### src/rtl/uart_rx_fifo_less_pkg.sv
// Shared UART receive constants, FSM state encoding and small helpers.
package uart_rx_fifo_less_pkg;

    localparam int OVERSAMPLE = 16;
    localparam int DATA_BITS  = 8;
    localparam int SAMPLE_LO  = 7;
    localparam int SAMPLE_MID = 8;
    localparam int SAMPLE_HI  = 9;

    typedef enum logic [2:0] {
        ST_IDLE,
        ST_START,
        ST_DATA,
        ST_STOP,
        ST_BREAK
    } rx_state_e;

    function automatic int tick_div(input int sys_clk_freq, input int baud_rate);
        return sys_clk_freq / (baud_rate * OVERSAMPLE);
    endfunction

    function automatic logic maj3(input logic a, input logic b, input logic c);
        return (a & b) | (a & c) | (b & c);
    endfunction

endpackage

### src/rtl/uart_rx_fifo_less_baud_tick.sv
// Oversample tick generator: one-cycle pulse every SYS_CLK_FREQ/(BAUD_RATE*OVERSAMPLE) clocks.
module uart_baud_tick
    import uart_rx_fifo_less_pkg::*;
#(
    parameter int BAUD_RATE    = 9600,
    parameter int SYS_CLK_FREQ = 12000000,
    parameter int OVERSAMPLE_P = OVERSAMPLE
) (
    input  logic clk,
    input  logic rst_n,
    input  logic restart,
    output logic tick
);

    localparam int DIV_RAW = SYS_CLK_FREQ / (BAUD_RATE * OVERSAMPLE_P);
    localparam int DIV     = (DIV_RAW < 1) ? 1 : DIV_RAW;
    localparam int CW      = (DIV > 1) ? $clog2(DIV) : 1;

    logic [CW-1:0] cnt_q, cnt_d;

    assign tick = !restart && (cnt_q == CW'(DIV - 1));

    always_comb begin
        cnt_d = cnt_q + 1'b1;
        if (restart || tick)
            cnt_d = '0;
    end

    always_ff @(posedge clk) begin
        if (!rst_n)
            cnt_q <= '0;
        else
            cnt_q <= cnt_d;
    end

endmodule

### src/rtl/uart_rx_fifo_less.sv
// 8N1 UART receiver with 16x oversampling, majority-vote bit decisions and a
// single-entry valid/ready output that flags framing errors and overruns.
module uart_rx_fifo_less
    import uart_rx_fifo_less_pkg::*;
#(
    parameter int BAUD_RATE    = 9600,
    parameter int SYS_CLK_FREQ = 12000000
) (
    input  logic       clk,
    input  logic       rst_n,
    input  logic       rx,
    output logic [7:0] rx_byte,
    output logic       rx_valid,
    input  logic       rx_ready,
    output logic       is_receiving,
    output logic       recv_error,
    output logic       overrun
);

    rx_state_e  state_q, state_d;
    logic [1:0] sync_q;
    logic [3:0] tcnt_q, tcnt_d;
    logic [2:0] bitcnt_q, bitcnt_d;
    logic [7:0] shreg_q, shreg_d;
    logic [1:0] samp_q, samp_d;
    logic [7:0] byte_q, byte_d;
    logic       valid_q, valid_d;
    logic       err_q, err_d;
    logic       ovr_q, ovr_d;

    logic rxs, tick, restart, maj, decide, wrap, deliver;

    assign rxs     = sync_q[1];
    assign restart = (state_q == ST_IDLE);

    uart_baud_tick #(
        .BAUD_RATE    (BAUD_RATE),
        .SYS_CLK_FREQ (SYS_CLK_FREQ),
        .OVERSAMPLE_P (OVERSAMPLE)
    ) u_tick (
        .clk     (clk),
        .rst_n   (rst_n),
        .restart (restart),
        .tick    (tick)
    );

    // Third vote is the live sample taken at the decision tick itself.
    assign maj    = maj3(samp_q[0], samp_q[1], rxs);
    assign decide = tick && (tcnt_q == 4'(SAMPLE_HI));
    assign wrap   = tick && (tcnt_q == 4'(OVERSAMPLE - 1));

    always_comb begin
        state_d  = state_q;
        tcnt_d   = tcnt_q;
        bitcnt_d = bitcnt_q;
        shreg_d  = shreg_q;
        samp_d   = samp_q;
        byte_d   = byte_q;
        valid_d  = valid_q;
        err_d    = 1'b0;
        ovr_d    = 1'b0;
        deliver  = 1'b0;

        if (tick) begin
            tcnt_d = tcnt_q + 4'd1;
            if (tcnt_q == 4'(SAMPLE_LO))  samp_d[0] = rxs;
            if (tcnt_q == 4'(SAMPLE_MID)) samp_d[1] = rxs;
        end

        case (state_q)
            ST_IDLE: begin
                tcnt_d = '0;
                if (!rxs) state_d = ST_START;
            end
            ST_START: begin
                if (decide && maj) begin
                    state_d = ST_IDLE;
                end else if (wrap) begin
                    state_d  = ST_DATA;
                    bitcnt_d = '0;
                end
            end
            ST_DATA: begin
                if (decide) shreg_d = {maj, shreg_q[7:1]};
                if (wrap) begin
                    if (bitcnt_q == 3'(DATA_BITS - 1)) state_d  = ST_STOP;
                    else                               bitcnt_d = bitcnt_q + 3'd1;
                end
            end
            ST_STOP: begin
                if (decide) begin
                    if (maj) begin
                        deliver = 1'b1;
                        state_d = ST_IDLE;
                    end else begin
                        err_d   = 1'b1;
                        state_d = ST_BREAK;
                    end
                end
            end
            ST_BREAK: begin
                // Hold here until the line recovers so a stuck-low rx cannot re-arm.
                if (rxs) state_d = ST_IDLE;
            end
            default: state_d = ST_IDLE;
        endcase

        if (deliver) begin
            if (!valid_q || rx_ready) begin
                byte_d  = shreg_q;
                valid_d = 1'b1;
            end else begin
                ovr_d = 1'b1;
            end
        end else if (valid_q && rx_ready) begin
            valid_d = 1'b0;
        end
    end

    always_ff @(posedge clk) begin
        if (!rst_n) begin
            sync_q   <= 2'b11;
            state_q  <= ST_IDLE;
            tcnt_q   <= '0;
            bitcnt_q <= '0;
            shreg_q  <= '0;
            samp_q   <= '0;
            byte_q   <= '0;
            valid_q  <= 1'b0;
            err_q    <= 1'b0;
            ovr_q    <= 1'b0;
        end else begin
            sync_q   <= {sync_q[0], rx};
            state_q  <= state_d;
            tcnt_q   <= tcnt_d;
            bitcnt_q <= bitcnt_d;
            shreg_q  <= shreg_d;
            samp_q   <= samp_d;
            byte_q   <= byte_d;
            valid_q  <= valid_d;
            err_q    <= err_d;
            ovr_q    <= ovr_d;
        end
    end

    assign rx_byte      = byte_q;
    assign rx_valid     = valid_q;
    assign recv_error   = err_q;
    assign overrun      = ovr_q;
    assign is_receiving = (state_q != ST_IDLE);

endmodule

### config.mk
export PLATFORM = sky130hd
export DESIGN_NAME = uart_rx_fifo_less
export DESIGN_NICKNAME = d
export VERILOG_FILES = /design/src/rtl/uart_rx_fifo_less_pkg.sv /design/src/rtl/uart_rx_fifo_less_baud_tick.sv /design/src/rtl/uart_rx_fifo_less.sv
export SDC_FILE = /design/constraint.sdc
export NUM_CORES = 1
export LEC_CHECK = 0
export ABC_AREA = 1
export CAP_MARGIN = 15
export CORE_MARGIN = 1.5
export CORE_UTILIZATION = 39
export DETAILED_ROUTE_END_ITERATION = 16
export PLACE_DENSITY_LB_ADDON = 0.15
export SLEW_MARGIN = 20
export SYNTH_ARGS = -nofsm -noshare
export SYNTH_HDL_FRONTEND = slang
export SYNTH_SLANG_ARGS = --single-unit
### constraint.sdc
create_clock -name clk -period 1.8 [get_ports clk]
set_clock_uncertainty 0.2 [all_clocks]
set_input_delay 0.18 -clock clk [delete_from_list [all_inputs] [get_ports clk]]
set_output_delay 0.18 -clock clk [all_outputs]
set_load 0.03 [all_outputs]
---- Word-level counts from Yosys, hierarchy flattened ----
Index checks and enable logic that the tools add are counted.
word-level totals
  bits in registers ....................... 40
  bits of input ports ..................... 4
  logic and storage cells ................. 87
operators by class
  add/subtract/negate cells ............... 3
  equal/unequal tests ..................... 20
  mux-type cells .......................... 22
  bitwise gates (word level) .............. 6
  reduce and logical (&&, ||, !) cells .... 24
operator list
  kind                                                             count
  3-bit two-way mux                                                12
  2-bit != test, second input constant                             8
  3-bit case mux with 5 select lines                               1
  4-bit == test, second input constant                             3
  2-bit AND reduction                                              6
  1-bit two-way mux                                                8
  7-bit by 1-bit adder with 7-bit output, second input constant    1
  7-bit == test, second input constant                             1
  3-bit by 2-bit == test with 1-bit output, second input constant  2
  3-bit == test, second input constant                             2
  3-bit case mux with 2 select lines                               1
  6-bit AND reduction                                              1
  1-bit logical AND                                                5
  5-bit AND reduction                                              1
  4-bit by 1-bit adder with 4-bit output, second input constant    1
  4-bit by 3-bit == test with 1-bit output, second input constant  1
  2-bit nonzero test                                               2
  2-bit OR reduction                                               2
  3-bit by 1-bit adder with 3-bit output, second input constant    1
  1-bit AND                                                        3
  3-bit by 1-bit == test with 1-bit output, second input constant  1
  3-bit zero test                                                  1
  3-bit != test, second input constant                             1
  3-bit AND reduction                                              1
  other kinds (6)                                                  9

---- Longest topological paths before layout ----
Gate-level depths: netlist (run 1).
  depth after elaboration ................. 8
  gate-level depth with buffers ........... 13
  depth with buffers taken out ............ 13

---- Cells and area by module ----
Synthesis (run 1) repeated with hierarchy kept, for this count alone.
second synthesis, totals
  cell total of the unflattened synthesis .. 248
  area total of the unflattened synthesis .. 1,824.2 sq um
modules (own cells, without submodules)
  module             times used  cells an instance  area an instance (sq um)  seq. area each (sq um)
  uart_rx_fifo_less  1           199                1,461.4                   660.6
  uart_baud_tick     1           49                 362.8                     140.1

---- Least setup slack after synthesis (run 1) ----
OpenSTA, ideal clock, no wires.
  path kind ............................... reg2reg
  start point ............................. reg state_q[2]
  end point ............................... reg shreg_q[0]
  library setup time ...................... 119 ps
  arrival ................................. 1,336 ps
  required time ........................... 1,481 ps
  setup slack ............................. 145 ps
  cell stages (with the launch flop) ...... 9
  clock period less this slack ............ 1,655 ps
  cell sequence ........................... dfxtp_1 nor2_2 nand2_2 nand3_2 inv_2 nand3_2 buf_2 o21ai_1 a21oi_1
between the ends
  cells in the longest elaborated chain, start to end .. 5
  elaborated cells between the ends (all ways) .. 6
  classes of those cells .................. eq/ne: 1; reduce/logical: 5
RTL lines
  element                                 RTL line                           source
  from (decl)                             uart_rx_fifo_less.sv:20            rx_state_e state_q, state_d;
  from (signal assigned)                  uart_rx_fifo_less.sv:134           state_q <= state_d;
  3-bit zero test                         uart_rx_fifo_less.sv:34            assign restart = (state_q == ST_IDLE);
  1-bit zero test                         uart_rx_fifo_less_baud_tick.sv:21  assign tick = !restart && (cnt_q == CW'(DIV - 1));
  1-bit logical AND                       uart_rx_fifo_less_baud_tick.sv:21
  1-bit logical AND                       uart_rx_fifo_less.sv:49            assign decide = tick && (tcnt_q == 4'(SAMPLE_HI));
  2-bit AND reduction (no source line) *  --
  to (signal assigned)                    uart_rx_fifo_less.sv:137           shreg_q <= shreg_d;
  to (decl)                               uart_rx_fifo_less.sv:24            logic [7:0] shreg_q, shreg_d;
Every way passes the cells marked *; elsewhere a longest branch is shown, timed or not.
A chain may end at the register's enable or synchronous reset.

---- Final worst setup path (run 1) ----
  start point ............................. reg state_q[1]
  end point ............................... out is_receiving
between the ends
  cells in the longest elaborated chain, start to end .. 1
RTL lines
  element             RTL line                  source
  3-bit nonzero test  uart_rx_fifo_less.sv:150  assign is_receiving = (state_q != ST_IDLE);
  to (decl)           uart_rx_fifo_less.sv:15   output logic is_receiving,
Every way passes these cells.

==> results.sh, run 1 <==
export IMPL_num_vias=1585
export IMPL_syn_cell_area_mm2=0.00186
export IMPL_min_period_over_period=0.945
export IMPL_yosys_warnings=0
export IMPL_ant_nets=0
export IMPL_via_per_inst=4.73
export IMPL_place_ws_ps=-50.7
export IMPL_die_h_um=72.0
export IMPL_layout_area_overhead_vs_synth_pct=26.5
export IMPL_hp_class="flop to flop"
export IMPL_crit_type="flop to output pin"
export IMPL_grt_pass1_wl_mm=6.46
export IMPL_clock_latency_ps=290
export IMPL_rows=24
export IMPL_tightest_slew_ps=421
export IMPL_overflow=0
export IMPL_die_area_mm2=0.00518
export IMPL_power_density_mw_per_mm2=1030
export IMPL_dpl_cell_area_mm2=0.00213
export IMPL_p_leak_nw=0.866
export IMPL_finalWorstSetupSlack_ps=98.4
export IMPL_clock_sinks=40
export IMPL_vdd_ir_drop_worst_mv=0.464
export IMPL_required_ps=1420
export IMPL_start_kind="flop"
export IMPL_crit_slowest_cell="dlygate4sd2_1"
export IMPL_grt_use_total=0.158
export IMPL_grt_pass1_vias=1497
export IMPL_period_needed_ps=1700
export IMPL_maxCapViolCount=0
export IMPL_ys_seq_area_frac=0.432
export IMPL_netlist_instances=248
export IMPL_nets=294
export IMPL_clockBufferDepth=2
export IMPL_yosysTopAreaCellShare=0.432
export IMPL_dp_hpwl_mm=2.64
export IMPL_cp_arrival_ps=1320
export IMPL_drive_above_1_share=0.212
export IMPL_cts_buffers=5
export IMPL_final_common_cell="nand2_1"
export IMPL_cp_end_kind="output pin"
export IMPL_wirelength_mm=3.73
export IMPL_cts_tree="done"
export IMPL_initial_core_util=0.415
export IMPL_dr_pass1_iters=4
export IMPL_place_congestion=0.781
export IMPL_grt_start_max_net_pins=18
export IMPL_drt_iter0_drc=58
export IMPL_diodes=0
export IMPL_crit_fanout=5
export IMPL_root_buffer="clkbuf_8"
export IMPL_drc=0
export IMPL_layout_common_cells="nand2_1 (44), dfxtp_1 (34), inv_1 (29)"
export IMPL_io_pins=16
export IMPL_crit_chain="inv_1 > nand2_4 > dlygate4sd2_1"
export IMPL_synth_area_leader_cell="dfxtp_1"
export IMPL_fmaxAchievable_mhz=588
export IMPL_synth_cell_types=26
export IMPL_fillCellCount=441
export IMPL_design_area_mm2=0.00235
export IMPL_die_w_um=72.0
export IMPL_core_area_mm2=0.00447
export IMPL_maxSlewHeadroom=0.717
export IMPL_syn_area_per_cell_um2=7.48
export IMPL_htreeDepth=2
export IMPL_finalHoldViolCount=0
export IMPL_port_buffers=15
export IMPL_wl_per_cell_um=11.1
export IMPL_slowest_delay_ps=410
export IMPL_ys_ff_latch=40
export IMPL_status="finished clean"
export IMPL_ys_top_cells_by_area="dfxtp_1 (43%), nand2_1 (8.9%), a21oi_1 (6.5%)"
export IMPL_drv_slew=0
export IMPL_setup_viol=0
export IMPL_synth_fp_nets=259
export IMPL_path_clk_slew_ps=80
export IMPL_antenna_found_initial=0
-- logic make-up (layout without fill, tap and decap cells) --
group | Yosys count | after routing | synth area share
buffers and inverters | 40 | 75 | 0.0863
xor gates and xnor gates | 1 | 1 | 0.00472
and+or+nand+nor | 120 | 120 | 0.322
adders and majority gates | 7 | 7 | 0.0472
DFF | 40 | 40 | 0.432
AOI/OAI and AO/OA | 40 | 40 | 0.108
-- metrics by stage --
step / utilization / total power, mW / setup TNS, ps / std cells / hold slack, ps
2_1_floorplan: - / 1.61 / 0 / 248 / 86.6
3_3_place_gp: 0.477 / 1.81 / -25.7 / 322 / 194
3_5_place_dp: 0.477 / 1.81 / -337 / 322 / 201
4_1_cts: 0.496 / 2.37 / 0 / 329 / 219
5_1_grt: 0.525 / 2.60 / -94.4 / 335 / 232
6_report: 0.525 / 2.42 / 0 / 335 / 219
-- what timing repair did --
item / in CTS / in global routing
pin swaps: 0 / 9
buffers inserted: 0 / 5
gates cloned: 0 / 1
resized for setup: 2 / 27
hold buffers: 0 / 0
endpoints found under the setup margin: 9 / 24
-- sequential cells by signal (all words and copies together) (netlist names) --
signal / flops
bitcnt_q: 3
overrun: 1
recv_error: 1
rx_byte: 8
rx_valid: 1
samp_q: 2
shreg_q: 8
state_q: 3
sync_q: 2
tcnt_q: 4
u_tick.cnt_q: 7
-- final cells by class --
class                           count  area, µm²  share of cell area
Multi-Input combinational cell    168        966               0.412
Sequential cell                    40        808               0.344
Timing Repair Buffer               33        295               0.126
Inverter                           35        131              0.0560
Clock buffer                        5       68.8              0.0293
Tap cell                           52       65.1              0.0277
Clock inverter                      2       12.5             0.00533
-- Yosys cell counts --
cell type  count
nand3_1        9
dfxtp_1       40
nand2_1       44
nand3b_1       1
nor3_1         6
buf_2          2
nor2_4         4
xor2_1         1
clkbuf_1       2
clkinv_1       1
nor3b_1        2
nand3_4        1
buf_6          1
ha_1           7
nand3_2        4
nor2_2         4
o21ai_1        3
o21ai_0       13
a21oi_1       24
nand4_1       10
and3_2         1
or2_2          2
inv_2          3
nand2_2        2
inv_1         31
nor2_1        30
-- worst max-delay path: cells and delay by family (launching register included) --
family | cells | cell delay [ps]
simple gates | 1 | 140
flops | 1 | 360
buf+inv | 2 | 540
-- final timing paths --
check	from	to	slack (ps)	cells past startpoint
max	state_q[1]	is_receiving	100	3
max reg2reg	u_tick.cnt_q[1]	rx_byte[1]	100	9
min reg2reg	sync_q[0]	sync_q[1]	220	1
min	sync_q[0]	sync_q[1]	220	1
-- where the power goes --
part	total (mW)	switching [mW]	internal, mW
Clock	0.569	0.307	0.262
Sequential	1.00	0.0466	0.955
Combinational	0.851	0.542	0.308
-- routing by layer --
metal / GRT usage / wire length, µm
met5: 0 / 0
met3: 0.0417 / 97
met2: 0.242 / 1600
met1: 0.213 / 2000
met4: 0.0650 / 34
Power figures use the tool's default switching activity.
==> run 2: changes to the inputs <==
--- a/config.mk
+++ b/config.mk
@@ -11,6 +11,7 @@
 export CORE_UTILIZATION = 39
 export DETAILED_ROUTE_END_ITERATION = 16
 export PLACE_DENSITY_LB_ADDON = 0.15
+export SKIP_CTS_REPAIR_TIMING = 1
 export SLEW_MARGIN = 20
 export SYNTH_ARGS = -nofsm -noshare
 export SYNTH_HDL_FRONTEND = slang
==> constraint.sdc (replaced) <==
create_clock -name clk -period 1.7 [get_ports clk]
set_clock_uncertainty 0.2 [all_clocks]
set_input_delay 0.17 -clock clk [delete_from_list [all_inputs] [get_ports clk]]
set_output_delay 0.17 -clock clk [all_outputs]
set_load 0.03 [all_outputs]
==> results.sh, run 2 (same netlist as run 1, synthesis figures left out) <==
export IMPL_tightest_slew_ps=319
export IMPL_power_density_mw_per_mm2=1070
export IMPL_port_buffers=15
export IMPL_min_period_over_period=1.03
export IMPL_rsz0062_at_grt="true"
export IMPL_crit_slowest_cell="dfxtp_2"
export IMPL_ant_nets=0
export IMPL_path_buf_inv=3
export IMPL_htreeDepth=2
export IMPL_violations="setup timing"
export IMPL_path_clk_slew_ps=80
export IMPL_num_vias=1686
export IMPL_dr_wl_met2_mm=1.59
export IMPL_rows=24
export IMPL_grt_start_max_net_pins=18
export IMPL_initial_core_util=0.415
export IMPL_power_total_mw=2.70
export IMPL_layout_area_overhead_vs_synth_pct=35.6
export IMPL_wl_met3_um=155
export IMPL_fmaxAchievable_mhz=569
export IMPL_required_ps=1690
export IMPL_crit_type="flop to flop"
export IMPL_root_buffer="clkbuf_8"
export IMPL_core_area_mm2=0.00447
export IMPL_drt_iter0_drc=95
export IMPL_period_needed_ps=1760
export IMPL_place_congestion=0.809
export IMPL_io_pins=16
export IMPL_dr_pass1_iters=4
export IMPL_start_kind="flop"
export IMPL_clock_sinks=40
export IMPL_placed_cells=338
export IMPL_dp_hpwl_mm=2.82
export IMPL_final_cells=352
export IMPL_antenna_found_initial=0
export IMPL_wirelength_mm=3.87
export IMPL_hp_class="flop to flop"
export IMPL_clockBufferDepth=2
export IMPL_layout_common_cells="nand2_1 (36), dfxtp_1 (36), inv_1 (30)"
export IMPL_overflow=0
export IMPL_crit_chain="inv_2 > ha_4 > buf_6 > nand3_4 > nor2_4 > nand3_4 > nor2_4 > buf_12 > nand3_4 > nand2_1 > a21oi_1"
export IMPL_top_layer="met4"
export IMPL_slowest_delay_ps=330
export IMPL_die_h_um=72.0
export IMPL_die_area_mm2=0.00518
export IMPL_drv_slew=0
export IMPL_design_area_mm2=0.00252
export IMPL_fin_tns_setup_ps=-460
export IMPL_dpl_cell_area_mm2=0.00225
export IMPL_crit_family="simple AND/OR/NAND/NOR gates"
export IMPL_status="finished with violations"
export IMPL_cp_arrival_ps=1750
export IMPL_drc=0
export IMPL_grt_use_total=0.168
export IMPL_diodes=0
export IMPL_reg2reg_slack_ps=-60
export IMPL_cp_end_kind="flop"
export IMPL_wl_per_cell_um=11.0
export IMPL_grt_pass1_wl_mm=6.87
export IMPL_finalHoldViolCount=0
export IMPL_maxCapViolCount=0
export IMPL_vdd_ir_drop_worst_mv=0.509
export IMPL_grt_pass1_vias=1609
export IMPL_p_leak_nw=1.16
export IMPL_cts_tree="done"
export IMPL_clock_latency_ps=290
export IMPL_nets=310
export IMPL_maxSlewHeadroom=0.787
export IMPL_drive_above_1_share=0.277
export IMPL_finalWorstSetupSlack_ps=-57.6
export IMPL_crit_fanout=8
export IMPL_wirelength_met1_mm=2.06
export IMPL_via_per_inst=4.79
export IMPL_crit_path_frequent_cell="nand3_4"
export IMPL_fillCellCount=419
export IMPL_die_w_um=72.0
export IMPL_cts_buffers=5
export IMPL_setup_viol=11
[run 2: cell count changes in the layout (fill, tap and decap cells not counted), sizes merged]
cell	previous run	this run
buf	18	34
dlymetal6s2s	0	10
clkdlybuf4s50	14	5
clkinv	2	3
clkinvlp	1	0
dlygate4sd2	1	0
inv	34	35
[run 2: where the power goes]
part	internal, mW	leakage (nW)	switching [mW]
sequential	1.01	0.326	0.0471
clock	0.286	0.0479	0.344
combinational	0.422	0.788	0.589
[run 2: cell type report]
class	count	area [µm²]	area share
clock buffers	5	68.8	0.0273
well taps	52	65.1	0.0259
repair buffers	49	458	0.182
flip-flops and latches	40	806	0.320
inverters	35	131	0.0522
clock inverters	3	18.8	0.00746
multi-input cells	168	968	0.385
[run 2: per-stage QoR]
| stage | utilization | hold WS (ps) | setup slack [ps] |
|---|---|---|---|
| 2_1_floorplan | - | 76.6 | 45.0 |
| 3_3_place_gp | 0.503 | 194 | -97.7 |
| 3_5_place_dp | 0.503 | 200 | -153 |
| 4_1_cts | 0.523 | 227 | -214 |
| 5_1_grt | 0.562 | 231 | -196 |
| 6_report | 0.562 | 221 | -57.6 |
[run 2: worst reg2reg max path, delay by kind of cell, from the launching register on]
family	cells	cell delay, ps
compound gates	1	60
simple gates	6	680
buf+inv	3	270
fa+ha+maj	1	120
flops	1	330
[run 2: routing by layer]
metal / vias up / global-route usage
met5: - / 0
li1: 903 / -
met3: 7 / 0.0361
met2: 29 / 0.254
met1: 747 / 0.230
met4: 0 / 0.0755
[run 2: worst paths after layout]
check | start | to | depth (start not counted)
min | sync_q[0] | sync_q[1] | 1
min reg2reg | sync_q[0] | sync_q[1] | 1
max | u_tick.cnt_q[1] | rx_byte[5] | 11
max reg2reg | u_tick.cnt_q[1] | rx_byte[5] | 11
==> run 3: changes to the inputs <==
--- a/config.mk
+++ b/config.mk
@@ -7,7 +7,7 @@
 export LEC_CHECK = 0
 export ABC_AREA = 1
 export CAP_MARGIN = 15
-export CORE_MARGIN = 1.5
+export CORE_MARGIN = 5
 export CORE_UTILIZATION = 39
 export DETAILED_ROUTE_END_ITERATION = 16
 export PLACE_DENSITY_LB_ADDON = 0.15
==> results.sh, run 3 (same netlist as run 1, synthesis figures left out) <==
export IMPL_die_area_mm2=0.00624
export IMPL_crit_slowest_cell="dfxtp_2"
export IMPL_rsz0062_at_grt="true"
export IMPL_place_congestion=0.799
export IMPL_power_density_mw_per_mm2=1070
export IMPL_start_kind="flop"
export IMPL_period_needed_ps=1700
export IMPL_ant_nets=0
export IMPL_cp_end_kind="flop"
export IMPL_p_int_mw=1.70
export IMPL_overflow=0
export IMPL_clock_sinks=40
export IMPL_crit_fanout=5
export IMPL_drive_above_1_share=0.253
export IMPL_dp_hpwl_mm=2.74
export IMPL_htreeDepth=2
export IMPL_wirelength_mm=3.76
export IMPL_io_pins=16
export IMPL_maxSlewHeadroom=0.785
export IMPL_cts_buffers=5
export IMPL_required_ps=1720
export IMPL_finalWorstSetupSlack_ps=-0.587
export IMPL_grt_pass1_vias=1474
export IMPL_antenna_found_initial=0
export IMPL_drv_slew=0
export IMPL_drt_iter0_drc=77
export IMPL_seq_power_share=0.400
export IMPL_grt_pass1_wl_mm=6.37
export IMPL_clockBufferDepth=2
export IMPL_initial_core_util=0.398
export IMPL_slowest_delay_ps=330
export IMPL_finalHoldViolCount=0
export IMPL_setup_viol=1
export IMPL_grt_use_met2=0.191
export IMPL_violations="setup timing"
export IMPL_port_buffers=15
export IMPL_fin_tns_setup_ps=-0.587
export IMPL_layout_common_cells="nand2_1 (41), dfxtp_1 (33), inv_1 (29)"
export IMPL_cts_tree="done"
export IMPL_fmaxAchievable_mhz=588
export IMPL_layout_area_overhead_vs_synth_pct=33.2
export IMPL_busiest_layer="met2"
export IMPL_p_clk_frac=0.231
export IMPL_nets=302
export IMPL_grt_start_max_net_pins=18
export IMPL_final_common_cell="nand2_1"
export IMPL_crit_type="flop to flop"
export IMPL_maxCapViolCount=0
export IMPL_clock_latency_ps=290
export IMPL_dr_pass1_iters=4
export IMPL_power_switching_mw=0.946
export IMPL_p_sw_frac=0.357
export IMPL_root_buffer="clkbuf_8"
export IMPL_r2r_cells=10
export IMPL_path_clk_slew_ps=70
export IMPL_reg2reg_slack_ps=-0.6
export IMPL_hp_class="flop to flop"
export IMPL_timing_rr_start="u_tick.cnt_q[1]"
export IMPL_crit_chain="inv_2 > ha_4 > nand3_4 > nor2_4 > nand3_4 > nor2_4 > buf_12 > buf_8 > nand4_1 > a21oi_1"
export IMPL_holdCritStartpoint="sync_q[0]"
export IMPL_met3_usage=0.0408
export IMPL_use_met1=0.167
export IMPL_power_total_mw=2.65
export IMPL_num_vias=1637
export IMPL_min_to="sync_q[1]"
export IMPL_wl_per_cell_um=10.9
export IMPL_rows=25
export IMPL_die_h_um=79.0
export IMPL_p_leak_nw=1.08
export IMPL_cp_arrival_ps=1720
export IMPL_tightest_slew_ps=322
export IMPL_r2r_end="rx_byte[4]"
export IMPL_drc=0
export IMPL_holdPathStages=1
export IMPL_die_w_um=79.0
export IMPL_combPwrFrac=0.368
export IMPL_grt_use_total=0.128
export IMPL_via_per_inst=4.73
export IMPL_status="finished with violations"
export IMPL_vdd_ir_drop_worst_mv=0.415
export IMPL_min_period_over_period=1.00
export IMPL_diodes=0
export IMPL_core_area_mm2=0.00466
==> run 3: per-layer routing <==
metal	wire, µm	vias up	part of all wire
met5	0	-	0
met1	1920	725	0.51
met2	1600	21	0.43
met3	154	8	0.041
li1	-	883	-
met4	84	0	0.022
==> run 3: worst max-delay path, delay by kind of cell (launching register included) <==
family	cells	cell delay (ps)
buf+inv	3	290
simple gates	5	550
flops	1	330
fa+ha+maj	1	140
compound gates	1	130
==> run 3: how the worst max path moves through the flow <==
| stage | from | to | slack [ps] | cells after the start |
|---|---|---|---|---|
| after floorplan | state_q[2] | shreg_q[0] | 40 | 8 |
| after global placement | tcnt_q[0] | rx_byte[0] | -50 | 8 |
| after detailed placement | u_tick.cnt_q[1] | rx_byte[2] | -90 | 9 |
| after CTS | state_q[1] | is_receiving | -260 | 3 |
| after global routing | u_tick.cnt_q[5] | rx_byte[6] | -140 | 9 |
| final | u_tick.cnt_q[1] | rx_byte[4] | -0.6 | 10 |
==> run 3: final cells by class <==
| cell class | count | area [µm²] |
|---|---|---|
| clock buffers | 7 | 76.3 |
| clock inverters | 1 | 8.76 |
| fillers | 447 | 2190 |
| inverters | 35 | 131 |
| multi-input cells | 168 | 976 |
| flip-flops and latches | 40 | 812 |
| well taps | 54 | 67.6 |
| repair buffers | 41 | 399 |
==> run 3: through the flow <==
stage	utilization	cell area [µm²]	hold slack, ps	worst slack (ps)	instances
global route	0.530	2470	228	-141	346
finish	0.530	2470	215	-0.587	346
floorplan	-	1860	76.6	45.0	248
global placement	0.472	2200	195	-46.4	333
detailed placement	0.472	2200	206	-89.7	333
CTS	0.491	2290	224	-258	341
==> run 3: power groups by stage <==
stage	combinational, mW	sequential [mW]	clock (mW)
2_1_floorplan	0.627	1.08	0
3_3_place_gp	0.928	1.07	0
3_5_place_dp	0.927	1.08	0
4_1_cts	0.934	1.05	0.643
5_1_grt	1.11	1.07	0.694
6_report	0.975	1.06	0.612
